==> src/rtl/neo_sndlatch.sv <==
// neo_sndlatch: bidirectional 68K <-> Z80 sound-command latch.
// Holds the 68K command byte for the Z80 and the Z80 reply byte for the 68K.
// Raises a timed NMI request on every new command while NMI generation is enabled.
// All strobes are sampled on CLK_24M, and their edges are detected from two
// consecutive samples.
module neo_sndlatch #(
  parameter int NMI_LEN = 24
) (
  input  logic       CLK_24M,
  input  logic       RESET,
  input  logic       nSNDWR,
  input  logic       nSNDRD,
  input  logic [7:0] M68K_DATA_IN,
  output logic [7:0] M68K_DATA_OUT,
  input  logic       nSDZ80R,
  input  logic       nSDZ80W,
  input  logic       nSDZ80CLR,
  input  logic [7:0] SDD_IN,
  output logic [7:0] SDD_OUT,
  output logic       SDD_OE,
  input  logic       NMI_EN,
  output logic       nNMI_REQ,
  output logic       CMD_PENDING,
  output logic       REPLY_READY,
  output logic [3:0] OVERRUN_CNT
);

  localparam logic [7:0] NMI_LOAD = 8'(NMI_LEN);

  // Strobe bit positions inside the packed strobe vectors
  localparam int S_WR  = 4;
  localparam int S_RD  = 3;
  localparam int S_ZR  = 2;
  localparam int S_ZW  = 1;
  localparam int S_ZC  = 0;

  logic [4:0] stb_in;
  logic [4:0] stb_cur_reg;
  logic [4:0] stb_prev_reg;
  logic       post_rst_reg;

  logic       wr_fall;
  logic       rd_rise;
  logic       zw_fall;
  logic       zc_fall;

  logic [7:0] snd_cmd_reg;
  logic [7:0] snd_reply_reg;
  logic       cmd_pending_reg;
  logic       reply_ready_reg;
  logic [3:0] overrun_cnt_reg;
  logic [7:0] m68k_dout_reg;
  logic [7:0] sdd_out_reg;
  logic       sdd_oe_reg;
  logic [7:0] nmi_cnt_reg;
  logic       nmi_req_n_reg;

  assign stb_in = {nSNDWR, nSNDRD, nSDZ80R, nSDZ80W, nSDZ80CLR};

  // Edge detection: assertion is a 1 -> 0 transition, deassertion is 0 -> 1
  assign wr_fall = stb_prev_reg[S_WR] & ~stb_cur_reg[S_WR];
  assign rd_rise = ~stb_prev_reg[S_RD] & stb_cur_reg[S_RD];
  assign zw_fall = stb_prev_reg[S_ZW] & ~stb_cur_reg[S_ZW];
  assign zc_fall = stb_prev_reg[S_ZC] & ~stb_cur_reg[S_ZC];

  // Strobe sampling; on the first cycle after reset both stages load the live
  // strobe, so a strobe that is held low through reset produces no edge
  always_ff @(posedge CLK_24M) begin
    if (RESET) begin
      stb_cur_reg  <= '1;
      stb_prev_reg <= '1;
      post_rst_reg <= 1'b1;
    end else begin
      stb_cur_reg  <= stb_in;
      stb_prev_reg <= post_rst_reg ? stb_in : stb_cur_reg;
      post_rst_reg <= 1'b0;
    end
  end

  // Command latch: a 68K write wins over a simultaneous Z80 clear
  always_ff @(posedge CLK_24M) begin
    if (RESET) begin
      snd_cmd_reg     <= 8'h00;
      cmd_pending_reg <= 1'b0;
      overrun_cnt_reg <= 4'h0;
    end else if (wr_fall) begin
      snd_cmd_reg     <= M68K_DATA_IN;
      cmd_pending_reg <= 1'b1;
      if (cmd_pending_reg && (overrun_cnt_reg != 4'hF)) begin
        overrun_cnt_reg <= overrun_cnt_reg + 4'd1;
      end
    end else if (zc_fall) begin
      snd_cmd_reg     <= 8'h00;
      cmd_pending_reg <= 1'b0;
    end
  end

  // Reply latch: a new Z80 reply wins over a simultaneous 68K read completion
  always_ff @(posedge CLK_24M) begin
    if (RESET) begin
      snd_reply_reg   <= 8'h00;
      reply_ready_reg <= 1'b0;
      m68k_dout_reg   <= 8'h00;
    end else begin
      m68k_dout_reg <= snd_reply_reg;
      if (zw_fall) begin
        snd_reply_reg   <= SDD_IN;
        reply_ready_reg <= 1'b1;
      end else if (rd_rise) begin
        reply_ready_reg <= 1'b0;
      end
    end
  end

  // Z80 read port: drive the command byte while the sampled read strobe is low
  always_ff @(posedge CLK_24M) begin
    if (RESET) begin
      sdd_oe_reg  <= 1'b0;
      sdd_out_reg <= 8'h00;
    end else begin
      sdd_oe_reg  <= ~stb_cur_reg[S_ZR];
      sdd_out_reg <= stb_cur_reg[S_ZR] ? 8'h00 : snd_cmd_reg;
    end
  end

  // NMI pulse timer; disabling NMI cancels the pulse, a new command reloads it
  always_ff @(posedge CLK_24M) begin
    if (RESET) begin
      nmi_cnt_reg   <= 8'h00;
      nmi_req_n_reg <= 1'b1;
    end else begin
      nmi_req_n_reg <= (nmi_cnt_reg == 8'h00);
      if (!NMI_EN) begin
        nmi_cnt_reg <= 8'h00;
      end else if (wr_fall) begin
        nmi_cnt_reg <= NMI_LOAD;
      end else if (nmi_cnt_reg != 8'h00) begin
        nmi_cnt_reg <= nmi_cnt_reg - 8'd1;
      end
    end
  end

  assign M68K_DATA_OUT = m68k_dout_reg;
  assign SDD_OUT       = sdd_out_reg;
  assign SDD_OE        = sdd_oe_reg;
  assign nNMI_REQ      = nmi_req_n_reg;
  assign CMD_PENDING   = cmd_pending_reg;
  assign REPLY_READY   = reply_ready_reg;
  assign OVERRUN_CNT   = overrun_cnt_reg;

endmodule

==> config.mk <==
export PLATFORM = sky130hd
export DESIGN_NAME = neo_sndlatch
export DESIGN_NICKNAME = d
export VERILOG_FILES = /design/src/rtl/neo_sndlatch.sv
export SDC_FILE = /design/constraint.sdc
export NUM_CORES = 1
export LEC_CHECK = 0
export CORE_AREA = 4 4 64 78
export DETAILED_ROUTE_END_ITERATION = 6
export DIE_AREA = 0 0 68 82
export GPL_TIMING_DRIVEN = 0
export PLACE_DENSITY_LB_ADDON = 0.25
export SLEW_MARGIN = 30
export SYNTH_ARGS = -nofsm -noshare
export SYNTH_HDL_FRONTEND = slang
export SYNTH_SLANG_ARGS = --single-unit
==> constraint.sdc <==
create_clock -name CLK_24M -period 2.01 [get_ports CLK_24M]
set_clock_uncertainty 0.1 [all_clocks]
set_input_delay 0.402 -clock CLK_24M [delete_from_list [all_inputs] [get_ports CLK_24M]]
set_output_delay 0.402 -clock CLK_24M [all_outputs]
set_load 0.005 [all_outputs]
==> flow_summary.ini <==
[worst_setup_path]
critPathRequiredTime_ns = 2.15
crit_type = reg -> reg
endpoint_kind = flip-flop
cp.arrival_ns = 2.04
critPathLaunchType = flip-flop
cp_max_fo = 10

[timing]
rsz0062_at_grt = false
finalCriticalPeriod_ns = 1.89
finalCritPeriodShare = 0.943
fmax_ghz = 0.528
drv_slew = 0
setup_tns_ns = 0
worst_pin_slew_ns = 0.470
hold_violations = 0
setup_viol = 0
slew_headroom = 0.686
setup_ws_ns = 0.115

[final_layout]
multiInputGateArea_um2 = 772
fillerInstances = 355
area_growth_pct = 37.0
drive_above_1_share = 0.0800
layout_commonest_cell = dfxtp_1
seq_area_mm2 = 0.00116
nNetsFinal = 296
mostFrequentLayoutCells = dfxtp_1, clkdlybuf4s50_1, nand2_1
diodes = 0

[power]
ir_worst_vdd_mv = 0.657
p_leak_nw = 1.03
power_density_mw_per_mm2 = 987

[clock_network]
cts_resized = 0
cts_buffers = 9
root_buffer = clkbuf_8
htreeDepth = 3
cts_tree = done
post_cts_buffers = 0
path_clk_slew_ns = 0.06
cts_hold_buf = 0
worstSkewPairLatency_ns = 0.33
cts_sinks = 58
clock_path_buffers = 2

[drt]
wl_um = 4000
wire_per_inst_um = 12.1
drc = 0
drt_iter0_markers = 86
ant_nets = 0
via_per_inst = 4.86
firstDrtPassIters = 4
dr_total_vias = 1608

[yosys]
avgSynthCellArea_um2 = 9.43
syn_area_mm2 = 0.00200
synth_nets = 238
synthSimpleGateAreaFrac = 0.241
synth_xor_area_frac = 0.00438
synth_top_family_by_area = simple AND/OR/NAND/NOR gates
ys_ff_latch = 58
synth_mux_area_frac = 0.0150
synthAdderAreaFrac = 0.0125
synth-warning-count = 0
synth_compound_area_frac = 0.113
synthCells = 212
yosysSeqAreaShare = 0.581
ys_types = 34

[global_route]
overflow = 0
groute.usage.overall = 0.162
grt_pass1_vias = 1507
grt_max_degree = 11
grt_pass1_wl_um = 6600
antenna_found_initial = 0

[status]
status = completed

[floorplanning]
die_w_um = 68
rows = 26
core_mm2 = 0.00423
die-height_um = 82
dieArea_mm2 = 0.00558
start_util = 0.473
io_pins = 48

[placement]
dp_worst_setup_slack_ns = -0.0862
dp_hpwl_um = 2760
port_buffers = 47
place.gp.congestion = 0.793

[min_path]
min_path_type = reg -> reg

[flow_run]
maxCapViolations = 0
logic make-up after synthesis:
group           count (synthesis)
buf+inv                        17
simple gates                   91
compound gates                 40
xor+xnor                        1
flops                          58
mux                             3
fa+ha+maj                       2
final cells by class:
| class | count | share of cell area |
|---|---|---|
| Inverter | 5 | 0.00685 |
| Timing Repair Buffer | 47 | 0.172 |
| Tap cell | 56 | 0.0256 |
| Multi-Input combinational cell | 137 | 0.282 |
| Clock buffer | 14 | 0.0594 |
| Sequential cell | 58 | 0.424 |
| Clock inverter | 2 | 0.0128 |
| Buffer | 12 | 0.0183 |
worst max-delay path, stage by stage (launching register included):
cell      delay, ns
dfxtp_1        0.35
inv_1          0.07
ha_1           0.17
or3b_2         0.46
clkbuf_4       0.20
or2_0          0.25
a211oi_1       0.20
synth_stat cells, drive strengths merged:
| library cell | n | area, um^2 |
|---|---|---|
| o311ai | 1 | 8.76 |
| a21oi | 24 | 120 |
| o211ai | 1 | 7.51 |
| nor4 | 2 | 12.5 |
| nand2b | 4 | 25.0 |
| or3b | 3 | 26.3 |
| xnor2 | 1 | 8.76 |
| and2 | 8 | 50.1 |
| and3 | 1 | 6.26 |
| nor2b | 10 | 62.6 |
| mux2i | 3 | 30.0 |
| nor3b | 1 | 7.51 |
| nand3b | 1 | 7.51 |
| o41ai | 2 | 17.5 |
| nand3 | 10 | 50.1 |
| inv | 5 | 18.8 |
| a211oi | 2 | 15.0 |
| a31oi | 2 | 12.5 |
| ha | 2 | 25.0 |
| nand4b | 1 | 8.76 |
| nor2 | 3 | 11.3 |
| or4 | 3 | 22.5 |
| o31ai | 2 | 15.0 |
| or2 | 6 | 37.5 |
| clkbuf | 8 | 30.0 |
| o21ai | 6 | 30.0 |
| nand2 | 31 | 116 |
| buf | 4 | 17.5 |
| or3 | 2 | 12.5 |
| dfxtp | 58 | 1160 |
| nor3 | 5 | 25.0 |
routing by layer:
metal	wire, um	vias up	track usage	share of wire
li1	-	841	-	-
met1	1720	719	0.178	0.43
met2	1930	43	0.259	0.48
met3	298	5	0.0752	0.075
met4	47	0	0.0835	0.012
met5	0	-	0	0
metrics by stage:
step           hold slack [ns]  cell area (um^2)  power [mW]  std cells  utilization
3_5_place_dp             0.338              2540        1.66        315        0.601
5_1_grt                  0.369              2740        2.83        331        0.648
2_1_floorplan            0.320              2000        1.52        212            -
6_report                 0.346              2740        2.70        331        0.648
3_3_place_gp             0.337              2540        1.65        315        0.601
4_1_cts                  0.350              2740        2.72        331        0.647
path summary, 6_finish.rpt:
kind,startpoint,endpoint,slack [ns],cells past startpoint
worst min register to register,snd_reply_reg[0]$_SDFFE_PP0P_,snd_reply_reg[0]$_SDFFE_PP0P_,0.35,2
worst max-delay path,nmi_cnt_reg[0]$_SDFFE_PP0P_,nmi_cnt_reg[1]$_SDFFE_PP0P_,0.12,6
worst max register to register,nmi_cnt_reg[0]$_SDFFE_PP0P_,nmi_cnt_reg[1]$_SDFFE_PP0P_,0.12,6
worst min-delay path,snd_reply_reg[0]$_SDFFE_PP0P_,snd_reply_reg[0]$_SDFFE_PP0P_,0.35,2
where the power goes:
group / internal [mW] / switching [mW]
Sequential: 1.22 / 0.0460
Clock: 0.640 / 0.425
Combinational: 0.197 / 0.180
Total: 2.05 / 0.651
No activity file was read; power rests on OpenSTA's default activity.
